<file path="src/rtl/sha256_pkg.sv">
// Shared SHA-256 constants and small-sigma helpers used by the message
// schedule and the round datapath.
package sha256_pkg;

    localparam int unsigned WordW    = 32;
    localparam int unsigned WinDepth = 16;
    localparam int unsigned NumShift = 48;

    // Padding words for a fixed 256-bit message in a single 512-bit block
    localparam logic [31:0] PAD_WORD     = 32'h8000_0000;
    localparam logic [31:0] LEN_WORD_256 = 32'h0000_0100;

    function automatic logic [31:0] rotr(input logic [31:0] x, input int unsigned n);
        return (x >> n) | (x << (32 - n));
    endfunction

    // sigma0(x) = ROTR7 ^ ROTR18 ^ SHR3
    function automatic logic [31:0] sigma0(input logic [31:0] x);
        return rotr(x, 7) ^ rotr(x, 18) ^ (x >> 3);
    endfunction

    // sigma1(x) = ROTR17 ^ ROTR19 ^ SHR10
    function automatic logic [31:0] sigma1(input logic [31:0] x);
        return rotr(x, 17) ^ rotr(x, 19) ^ (x >> 10);
    endfunction

endpackage

</file>
<file path="src/rtl/sha256_msg_schedule.sv">
// SHA-256 message schedule for a fixed 32-byte message: 16-word sliding
// window with a combinational W_t read port.
// Optional macro SHA_MS_CHECK_EN adds a sticky sequencing-error output err.
module sha256_msg_schedule
    import sha256_pkg::*;
(
    input  logic         clk,
    input  logic         rst_n,
    input  logic         init,
    input  logic         shift,
    input  logic [5:0]   t,
    input  logic [255:0] msg_block,
`ifdef SHA_MS_CHECK_EN
    output logic         err,
`endif
    output logic [31:0]  W_t,
    output logic         valid
);

    logic [31:0] w_q [WinDepth];
    logic [31:0] w_d [WinDepth];
    logic        valid_q;
    logic        valid_d;
    logic [31:0] w_next;
    logic        shift_en;

    // Shift is only honoured on a loaded window and loses to init
    assign shift_en = shift && valid_q && !init;

    // Recurrence for the word entering the top of the window
    always_comb begin
        w_next = sigma1(w_q[14]) + w_q[9] + sigma0(w_q[1]) + w_q[0];
    end

    // Next-state for the window: reload on init, slide on accepted shift
    always_comb begin
        valid_d = valid_q;
        for (int i = 0; i < WinDepth; i++) begin
            w_d[i] = w_q[i];
        end
        if (init) begin
            for (int i = 0; i < 8; i++) begin
                w_d[i] = msg_block[255 - 32 * i -: 32];
            end
            w_d[8] = PAD_WORD;
            for (int i = 9; i < 15; i++) begin
                w_d[i] = '0;
            end
            w_d[15] = LEN_WORD_256;
            valid_d = 1'b1;
        end else if (shift_en) begin
            for (int i = 0; i < WinDepth - 1; i++) begin
                w_d[i] = w_q[i + 1];
            end
            w_d[15] = w_next;
        end
    end

    // Window and valid registers
    always_ff @(posedge clk or negedge rst_n) begin
        if (!rst_n) begin
            for (int i = 0; i < WinDepth; i++) begin
                w_q[i] <= '0;
            end
            valid_q <= 1'b0;
        end else begin
            for (int i = 0; i < WinDepth; i++) begin
                w_q[i] <= w_d[i];
            end
            valid_q <= valid_d;
        end
    end

    // Rounds 16..63 all read the newest word; earlier rounds index directly
    always_comb begin
        if (t < 6'd16) begin
            W_t = w_q[t[3:0]];
        end else begin
            W_t = w_q[15];
        end
    end

    assign valid = valid_q;

`ifdef SHA_MS_CHECK_EN
    logic [5:0] shift_cnt_q;
    logic [5:0] shift_cnt_d;
    logic       err_q;
    logic       err_d;
    logic       bad_shift;

    assign bad_shift = shift && (!valid_q || (t < 6'd15) ||
                                 (shift_cnt_q >= 6'(NumShift)));

    // Shift counter (saturating) and sticky error, both cleared by init
    always_comb begin
        shift_cnt_d = shift_cnt_q;
        err_d       = err_q;
        if (init) begin
            shift_cnt_d = '0;
            err_d       = 1'b0;
        end else begin
            if (shift_en && (shift_cnt_q != 6'h3f)) begin
                shift_cnt_d = shift_cnt_q + 6'd1;
            end
            if (bad_shift) begin
                err_d = 1'b1;
            end
        end
    end

    // Checker state registers
    always_ff @(posedge clk or negedge rst_n) begin
        if (!rst_n) begin
            shift_cnt_q <= '0;
            err_q       <= 1'b0;
        end else begin
            shift_cnt_q <= shift_cnt_d;
            err_q       <= err_d;
        end
    end

    assign err = err_q;
`endif

endmodule

</file>
<file path="config.mk">
export PLATFORM = sky130hd
export DESIGN_NAME = sha256_msg_schedule
export DESIGN_NICKNAME = d
export VERILOG_FILES = /design/src/rtl/sha256_pkg.sv /design/src/rtl/sha256_msg_schedule.sv
export SDC_FILE = /design/constraint.sdc
export NUM_CORES = 1
export LEC_CHECK = 0
export ABC_AREA = 1
export ABC_CLOCK_PERIOD_IN_PS = 4900
export BUFFER_PORTS_ARGS = -buffer_cell sky130_fd_sc_hd__buf_2
export CAP_MARGIN = 15
export CORE_MARGIN = 4
export CORE_UTILIZATION = 45
export DETAILED_ROUTE_END_ITERATION = 6
export PLACE_DENSITY = 0.65
export SYNTH_ARGS = -nofsm -noshare
export SYNTH_HDL_FRONTEND = slang
export SYNTH_SLANG_ARGS = --single-unit
</file>
<file path="constraint.sdc">
create_clock -name clk -period 4.9 [get_ports clk]
set_input_delay 0.98 -clock clk [delete_from_list [all_inputs] [get_ports clk]]
set_output_delay 0.98 -clock clk [all_outputs]
set_load 0.05 [all_outputs]
</file>
Word-level counts from Yosys, hierarchy flattened:

Cells that the tools add are included.

* bits in registers: 513
* input bits: 266
* output and inout bits: 33
* logic and storage cells: 41

* add/subtract/negate cells: 3
* order comparisons: 2
* muxes and demuxes: 6
* bitwise operators: 9
* reduce and logical (&&, ||, !) cells: 4

Operators by type and width (number)
* $mux 512: 2
* $bmux 32 s4: 1
* $add 32x32->32: 3
* $mux 32: 3
* $xor 32x32->32: 2
* $or 13x32->32: 1
* $or 14x32->32: 1
* $or 15x32->32: 1
* $or 25x32->32: 1
* $xor 32x22->32: 1
* $xor 32x29->32: 1
* $lt 6x5->1 const B: 1
* $ge 5x5->1 const B: 1
* $not 4->5: 1
* $logic_and 1x1->1: 2
* $reduce_bool 2->1: 1
* $logic_not 1->1: 1

Depth between registers and ports, before layout:

Gate-level depths: netlist of run 1.

* word-level depth: 8
* mapped depth: 20

Worst setup path after synthesis of run 1:

Ideal clock, no wire load.

* kind: input -> output
* start point: input t[3]
* end point: output W_t[11]
* arrival: 2550 ps
* required time: 3920 ps
* slack: 1370 ps
* cell stages on the path: 6
* cell sequence: buf_2 -> inv_1 -> clkbuf_1 -> buf_2 -> nand3_1 -> a21oi_1

* longest elaborated chain between the ends: 5

RTL lines
* start: declaration: RTL line sha256_msg_schedule.sv:11 `input logic [5:0] t,`
* $not 4->5 (implied by the code): RTL line sha256_msg_schedule.sv:77 `W_t = w_q[t[3:0]];`
* $bmux 32 s4: RTL line sha256_msg_schedule.sv:77
* $mux 32 (implied by the code) (2 in series): RTL line sha256_msg_schedule.sv:77
* $mux 32 *: RTL line sha256_msg_schedule.sv:76 `if (t < 6'd16) begin`
* end: declaration: RTL line sha256_msg_schedule.sv:16 `output logic [31:0] W_t,`

Every way passes the cells marked *; elsewhere a longest branch is shown, timed or not. The select of a mux whose other input is x is not followed.

Final worst setup path of run 1:

* start point: register w_q[457] in the netlist's numbering
* end point: register w_q[30] in the netlist's numbering

* longest elaborated chain between the ends: 7

RTL lines
* start: declaration: RTL line sha256_msg_schedule.sv:20 `logic [31:0] w_q [WinDepth];`
* start signal: indexed assignment: RTL line sha256_msg_schedule.sv:68 `w_q[i] <= w_d[i];`
* $or 25x32->32 / $or 14x32->32 (equally long branches): RTL line sha256_pkg.sv:14 `return (x >> n) | (x << (32 - n));`
* $xor 32x32->32: RTL line sha256_pkg.sv:19 `return rotr(x, 7) ^ rotr(x, 18) ^ (x >> 3);`
* $xor 32x29->32 *: RTL line sha256_pkg.sv:19
* $add 32x32->32 * (2 in series): RTL line sha256_msg_schedule.sv:32 `w_next = sigma1(w_q[14]) + w_q[9] + sigma0(w_q[1]) + w_q[0];`
* $mux 512 *: RTL line sha256_msg_schedule.sv:51 `end else if (shift_en) begin`
* $mux 512 *: RTL line sha256_msg_schedule.sv:41 `if (init) begin`

Marks and branches as above.
A chain may end at the register's enable or synchronous reset.

==> results_tabular.tex, run 1 <==
\begin{tabular}{lr}
\hline
Metric & Value \\
\hline
\multicolumn{2}{l}{\textbf{Setup path}} \\
\quad Startpoint type of the worst setup path & flop \\
\quad Critical path class & reg2reg \\
\quad Logic depth of the worst register-to-register path & 17 \\
\quad Required time worst endpoint & 5.42 ns \\
\quad Largest fanout on the critical path & 6 \\
\quad Capturing element type of the critical path & flop \\
\quad Data arrival time at the worst-slack endpoint & 4.90 ns \\
\multicolumn{2}{l}{\textbf{Timing}} \\
\quad RSZ-0062 raised after global routing & no \\
\quad Count of final hold-check violations & 0 \\
\quad Final period util & 89.4\% \\
\quad Minimum setup slack in the final design & 0.517 ns \\
\quad Final setup vio count & 0 \\
\quad Pin slew with the least headroom to its limit & 1.08 ns \\
\quad Clock Skews & 0.0260 ns \\
\quad Setup\_tns & 0 ns \\
\quad FMAX & 228 MHz \\
\quad Time the final worst path needs with I/O delays and setup & 4.38 ns \\
\quad Slew Limit Fails & 0 \\
\quad Max transition margin & 28.3\% \\
\multicolumn{2}{l}{\textbf{Logic synthesis}} \\
\quad Asr flop ratio synth & 100\% \\
\quad Yosys synthesis warning count & 0 \\
\quad Average cell area after synthesis & 7.98 um2 \\
\quad Number of flops mapped to enable cells by yosys & 0 \\
\quad Most frequently used flop master after synthesis & sky130\_fd\_sc\_hd\_\_dfrtp\_1 \\
\quad Count of cell types in the netlist & 36 \\
\quad Synthesized Nets & 4067 \\
\quad Number of instances in the synthesized netlist & 3708 \\
\quad Synthesized flop and latch total & 513 \\
\quad Sequential area share after synthesis & 43.4\% \\
\quad Post-synthesis cell area & 29600 um2 \\
\multicolumn{2}{l}{\textbf{Floorplan}} \\
\quad Full die area & 69900 um2 \\
\quad Core Area & 64800 um2 \\
\quad Die Wd & 264 um \\
\quad Site Rows & 93 \\
\quad Effective utilization at floorplan & 45.7\% \\
\quad Boundary Pins & 299 \\
\quad Die height & 264 um \\
\multicolumn{2}{l}{\textbf{Clock tree}} \\
\quad TritonCTS Buffers & 57 \\
\quad Post CTS Setup Buffer Count & 0 \\
\quad Gates resized, CTS repair & 0 \\
\quad Deepest level of the CTS H-tree & 2 \\
\quad Clock tree from TritonCTS & yes \\
\quad Post-CTS Hold Fix Bufs & 0 \\
\quad CTS Root Cell & sky130\_fd\_sc\_hd\_\_clkbuf\_16 \\
\quad Clock Pin Slew Worst Setup and Hold Paths & 0.07 ns \\
\quad Number of sinks handled by clock tree synthesis & 513 \\
\quad Insertion delay to the later sink of the worst-skew pair & 0.64 ns \\
\quad Clock buffer depth & 3 \\
\multicolumn{2}{l}{\textbf{Power and ir drop}} \\
\quad Pwr Total & 0.0160 W \\
\quad Static leakage & 15.6 nW \\
\quad Total power per unit cell area & 477 nW/um2 \\
\quad IR Drop Worst-Case VDD & 357 uV \\
\multicolumn{2}{l}{\textbf{Route}} \\
\quad Average wire per standard cell & 25.9 um \\
\quad DRC violation count after routing & 0 \\
\quad Post-route antenna net violation count & 0 \\
\quad Total Routed Length & 123 mm \\
\quad Via count & 28317 \\
\quad DR iter-0 viols & 4016 \\
\quad Number of vias per cell & 5.98 \\
\quad TritonRoute pass-1 iters & 7 \\
\multicolumn{2}{l}{\textbf{Layout}} \\
\quad Layout cell share with drive strength beyond 1 & 11.9\% \\
\quad Synth-to-layout area growth & 13.0\% \\
\quad Area taken by multi-input logic gates & 13200 um2 \\
\quad Commonest non-fill, non-tap cell in the layout & sky130\_fd\_sc\_hd\_\_inv\_1 \\
\quad Number of filler instances in the final layout & 6337 \\
\quad Net count reported at finish & 4194 \\
\quad Final std cells w/o fill & 4736 \\
\quad Sequential cell area & 12800 um2 \\
\quad Highest-count cells in the layout ignoring fill and taps & 565 x sky130\_fd\_sc\_hd\_\_inv\_1, 513 x sky130\_fd\_sc\_hd\_\_dfrtp\_1, 486 x sky130\_fd\_sc\_hd\_\_o22ai\_1, 478 x sky130\_fd\_sc\_hd\_\_nand2\_1, 369 x sky130\_fd\_sc\_hd\_\_a21oi\_1 \\
\multicolumn{2}{l}{\textbf{Global route}} \\
\quad GRT Resource Usage Total & 33.8\% \\
\quad Via count of the first global-routing pass & 26901 \\
\quad Pin count of the biggest net entering global routing & 200 \\
\quad Grt total ovfl & 0 \\
\quad Initial antenna violation count & 3 \\
\quad Global-route wire length before repair & 178 mm \\
\multicolumn{2}{l}{\textbf{Placed design}} \\
\quad Post-Place Setup Slack & 0.590 ns \\
\quad Buffers on Ports & 298 \\
\quad Dpl cells & 4631 \\
\quad Detailed placer's ending HPWL & 90.9 mm \\
\quad Final RePlAce weighted congestion & 1.03 \\
\multicolumn{2}{l}{\textbf{Status}} \\
\quad Run status & finished clean \\
\multicolumn{2}{l}{\textbf{Job}} \\
\quad \# Max-Cap Violations & 0 \\
\multicolumn{2}{l}{\textbf{Worst hold path}} \\
\quad Kind of path behind the tightest hold check & in2async \\
\hline
\end{tabular}
-- final timing paths --
path,start,endpoint,slack [ns]
worst max-delay path,w_q[457],w_q[30],0.52
worst min register to register,valid,valid,0.50
worst min-delay path,rst_n,w_q[332],0.42
worst max register to register,w_q[457],w_q[30],0.52
max in group asynchronous,rst_n,w_q[203],3.46
min in group clk,valid,valid,0.50
-- per-stage QoR --
step | cell area (um2) | utilization (%) | hold WS [ns]
6_report | 33400 | 51.6 | 0.422
5_1_grt | 33400 | 51.6 | 0.491
4_1_cts | 33400 | 51.6 | 0.467
3_5_place_dp | 31500 | 48.6 | 0.495
3_3_place_gp | 31500 | 48.6 | 0.478
2_1_floorplan | 29600 | - | 0.453
-- synthesized netlist by cell type, drive strengths merged (6+ instances only) --
library cell  number  area share, %
o211ai            24           0.66
a21oi            369            6.2
o21bai             8           0.20
inv              570            7.2
clkbuf           140            1.8
buf              149            2.9
o22ai            486             10
o21ai            280            4.7
dfrtp            513             43
nand2            479            6.1
a211oi            54            1.4
xnor2             58            1.7
nor2             308            3.9
o221ai             6           0.18
fa                62            4.2
nand3             86            1.5
xor2              65            1.9
ha                31            1.3
-- sequential cells by signal (all words and copies together), names as in the netlist --
| signal | cells |
|---|---|
| valid | 1 |
| w_q | 512 |
-- power breakdown --
| group | internal (W) | total [W] | switching, W | leakage (nW) |
|---|---|---|---|---|
| logic | 0.00199 | 0.00635 | 0.00437 | 8.22 |
| registers | 0.00460 | 0.00504 | 0.000442 | 6.40 |
| clock network | 0.00271 | 0.00457 | 0.00186 | 0.961 |
| total | 0.00929 | 0.0160 | 0.00667 | 15.6 |
-- routing by layer --
| metal | share of wire, % | wire [um] | vias up | global-route usage (%) |
|---|---|---|---|---|
| met5 | 0.029 | 35 | - | 0 |
| met3 | 11 | 13400 | 299 | 7.60 |
| met1 | 40 | 48500 | 13714 | 46.7 |
| met2 | 43 | 52800 | 1693 | 49.8 |
| li1 | - | - | 12607 | - |
| met4 | 6.5 | 7920 | 4 | 17.9 |
-- critical path, cell delays in order, from the launching register on --
cell and delay (ns):
sky130_fd_sc_hd__dfrtp_1 0.68, sky130_fd_sc_hd__xnor2_1 0.20, sky130_fd_sc_hd__xor2_1 0.62, sky130_fd_sc_hd__fa_1 0.55, sky130_fd_sc_hd__fa_1 0.59, sky130_fd_sc_hd__inv_1 0.07, sky130_fd_sc_hd__ha_1 0.29, sky130_fd_sc_hd__nand2_1 0.05
sky130_fd_sc_hd__nor2_1 0.12, sky130_fd_sc_hd__nand2_1 0.07, sky130_fd_sc_hd__nand3_1 0.10, sky130_fd_sc_hd__nand2_1 0.06, sky130_fd_sc_hd__nand2_1 0.24, sky130_fd_sc_hd__nand2_1 0.19, sky130_fd_sc_hd__nand2_1 0.11, sky130_fd_sc_hd__nand2_1 0.05
sky130_fd_sc_hd__nand3_1 0.20, sky130_fd_sc_hd__nand2_1 0.08
-- area by class of cell --
type	count	area share (%)
diodes	2	0.0150
clock buffers	83	4.95
clock inverters	20	0.928
inverters	571	6.47
multi-input cells	2335	39.6
flip-flops and latches	513	38.4
well taps	855	3.20
repair buffers	357	6.47
-- cells by family after synthesis --
logic type | synth area share, %
flops | 43.4
xor+xnor | 3.64
fa+ha+maj | 5.50
buf+inv | 12.0
simple gates | 11.8
compound gates | 23.7
(Power assumes the default switching activity.)
==> run 2, diff against run 1 <==
ABC_CLOCK_PERIOD_IN_PS = 4600   (was 4900)
PLACE_DENSITY = not set   (was 0.65)
PLACE_DENSITY_LB_ADDON = 0.05   (was not set)
clock period = 4.6 ns   (was 4.9 ns; I/O delays follow)
==> run 2 against run 1 <==
- sequential cell count did not move
- register-to-register slack got worse by 0.07 ns
- largest cell class unchanged
- critical path depth down 7
- sequential share of layout area fell by 0.82 points
- sequential power rose by 6.5%
- via count grew 0.36%
- clock power rose by 15%
- global-route usage grew 2.6 points
- final area is 2.2% higher
==> results_tabular.tex, run 2 (synthesis results as in run 1) <==
\begin{tabular}{lr}
\hline
Metric & Value \\
\hline
\multicolumn{2}{l}{\textbf{Floorplan}} \\
\quad Boundary Pins & 299 \\
\quad Site Rows & 93 \\
\quad Effective utilization at floorplan & 45.7\% \\
\quad Full die area & 69900 um2 \\
\quad Die Wd & 264 um \\
\quad Core Area & 64800 um2 \\
\quad Die height & 264 um \\
\multicolumn{2}{l}{\textbf{Global route}} \\
\quad Via count of the first global-routing pass & 27369 \\
\quad GRT Resource Usage Total & 36.4\% \\
\quad Pin count of the biggest net entering global routing & 148 \\
\quad Grt total ovfl & 0 \\
\quad Global-route wire length before repair & 190 mm \\
\quad Initial antenna violation count & 1 \\
\multicolumn{2}{l}{\textbf{Clock tree}} \\
\quad Post-CTS Hold Fix Bufs & 0 \\
\quad Number of sinks handled by clock tree synthesis & 513 \\
\quad Post CTS Setup Buffer Count & 0 \\
\quad Gates resized, CTS repair & 0 \\
\quad Insertion delay to the later sink of the worst-skew pair & 0.67 ns \\
\quad Deepest level of the CTS H-tree & 2 \\
\quad Clock Pin Slew Worst Setup and Hold Paths & 0.06 ns \\
\quad CTS Root Cell & sky130\_fd\_sc\_hd\_\_clkbuf\_16 \\
\quad Clock buffer depth & 3 \\
\quad TritonCTS Buffers & 59 \\
\quad Clock tree from TritonCTS & yes \\
\multicolumn{2}{l}{\textbf{Timing}} \\
\quad Clock Skews & 0.0372 ns \\
\quad Pin slew with the least headroom to its limit & 1.03 ns \\
\quad Time the final worst path needs with I/O delays and setup & 4.59 ns \\
\quad RSZ-0062 raised after global routing & no \\
\quad Count of final hold-check violations & 0 \\
\quad Slew Limit Fails & 0 \\
\quad Final setup vio count & 0 \\
\quad FMAX & 218 MHz \\
\quad Setup\_tns & 0 ns \\
\quad Final period util & 99.8\% \\
\quad Max transition margin & 31.3\% \\
\multicolumn{2}{l}{\textbf{Placed design}} \\
\quad Detailed placer's ending HPWL & 97.3 mm \\
\quad Final RePlAce weighted congestion & 1.02 \\
\quad Buffers on Ports & 298 \\
\multicolumn{2}{l}{\textbf{Layout}} \\
\quad Sequential cell area & 12800 um2 \\
\quad Net count reported at finish & 4200 \\
\quad Layout cell share with drive strength beyond 1 & 12.0\% \\
\quad Most flops, register & w\_q \\
\quad ANT cells & 0 \\
\quad Number of flip-flops in the largest register & 512 \\
\quad Highest-count cells in the layout ignoring fill and taps & 565 x sky130\_fd\_sc\_hd\_\_inv\_1, 513 x sky130\_fd\_sc\_hd\_\_dfrtp\_1, 486 x sky130\_fd\_sc\_hd\_\_o22ai\_1, 478 x sky130\_fd\_sc\_hd\_\_nand2\_1, 369 x sky130\_fd\_sc\_hd\_\_a21oi\_1 \\
\quad Commonest non-fill, non-tap cell in the layout & sky130\_fd\_sc\_hd\_\_inv\_1 \\
\quad Number of filler instances in the final layout & 6214 \\
\quad Synth-to-layout area growth & 15.5\% \\
\quad Area taken by multi-input logic gates & 13200 um2 \\
\multicolumn{2}{l}{\textbf{Setup path}} \\
\quad Top cell by count, worst path & sky130\_fd\_sc\_hd\_\_nand2\_1 \\
\quad Logic depth of the worst register-to-register path & 15 \\
\quad R2R Setup Slk & 0.45 ns \\
\quad Required time worst endpoint & 3.68 ns \\
\quad Largest fanout on the critical path & 61 \\
\quad Capturing element type of the critical path & primary output \\
\quad Capture point of the worst reg-to-reg path & w\_q[27] \\
\quad Startpoint type of the worst setup path & input port \\
\quad Largest stage delay on the critical path & 0.61 ns \\
\quad Critical path class & in2out \\
\quad Timing startpoint of the critical path & t[0] \\
\quad Data arrival time at the worst-slack endpoint & 3.67 ns \\
\quad Slowest stage cell, crit path & sky130\_fd\_sc\_hd\_\_buf\_4 \\
\quad Launch instance of the worst register-to-register path & w\_q[472] \\
\quad End point of the critical path & W\_t[9] \\
\quad Worst path cell trace & buf\_8, buf\_4, nor2\_1, a211oi\_1, o21ai\_1, nand3\_1, nand2\_1, nand2\_1, nand2\_1, buf\_12 \\
\multicolumn{2}{l}{\textbf{Power and ir drop}} \\
\quad Static leakage & 15.8 nW \\
\quad Total power per unit cell area & 523 nW/um2 \\
\quad IR Drop Worst-Case VDD & 330 uV \\
\quad Pwr Total & 0.0179 W \\
\multicolumn{2}{l}{\textbf{Route}} \\
\quad Average wire per standard cell & 27.8 um \\
\quad DR iter-0 viols & 3572 \\
\quad Number of vias per cell & 5.99 \\
\quad Via count & 28420 \\
\quad Total Routed Length & 132 mm \\
\quad TritonRoute pass-1 iters & 6 \\
\quad Post-route antenna net violation count & 0 \\
\quad DRC violation count after routing & 0 \\
\multicolumn{2}{l}{\textbf{Worst hold path}} \\
\quad Kind of path behind the tightest hold check & in2async \\
\multicolumn{2}{l}{\textbf{Status}} \\
\quad Run status & finished clean \\
\multicolumn{2}{l}{\textbf{Job}} \\
\quad \# Max-Cap Violations & 0 \\
\hline
\end{tabular}
==> run 2: changes by cell type in the layout (fill, tap and decap cells not counted), sizes merged <==
cell and change:
buf +5, clkbuf +4, bufinv +3, diode -2, inv -2, clkinv +1
==> run 2: layout make-up <==
class	count	share of cell area, %
tap	855	3.13
clock buffer	88	5.02
timing repair buffer	361	7.99
sequential	513	37.6
inverter	571	6.32
clock inverter	22	1.23
multi-input combinational	2335	38.8
==> run 2: worst min path at each step <==
stage / end / startpoint
floorplan: w_q[20] / w_q[20]
global placement: valid / valid
detailed placement: w_q[20] / w_q[20]
CTS: w_q[376] / rst_n
global route: w_q[332] / rst_n
finish: w_q[332] / rst_n
==> run 2: where the power goes <==
| part | total (W) | internal (W) | leakage [nW] | switching [W] |
|---|---|---|---|---|
| logic | 0.00726 | 0.00238 | 8.39 | 0.00488 |
| registers | 0.00537 | 0.00490 | 6.40 | 0.000472 |
| clock network | 0.00524 | 0.00314 | 1.04 | 0.00210 |
==> run 2: per-stage QoR <==
stage,util (%),hold slack (ns),worst slack (ns),area [um2],instances
2_1_floorplan,-,0.453,1.19,29600,3708
3_3_place_gp,49.4,0.472,0.256,32000,4635
3_5_place_dp,49.4,0.486,0.280,32000,4635
4_1_cts,52.7,0.423,0.270,34200,4745
5_1_grt,52.7,0.423,0.0296,34200,4745
6_report,52.7,0.352,0.00998,34200,4745
==> run 2: routing by layer <==
| layer | global-route usage, % | wire (um) | vias up |
|---|---|---|---|
| li1 | - | - | 12606 |
| met1 | 50.3 | 54100 | 13985 |
| met2 | 54.7 | 57400 | 1556 |
| met3 | 7.06 | 11700 | 273 |
| met4 | 19.1 | 8640 | 0 |
| met5 | 0 | 0 | - |
==> run 2: worst max-delay path: cells and delay by family <==
family,cells,cell delay (ns)
AO/OA/AOI/OAI,2,0.79
buffers and inverters,3,1.05
AND/OR/NAND/NOR,5,0.83
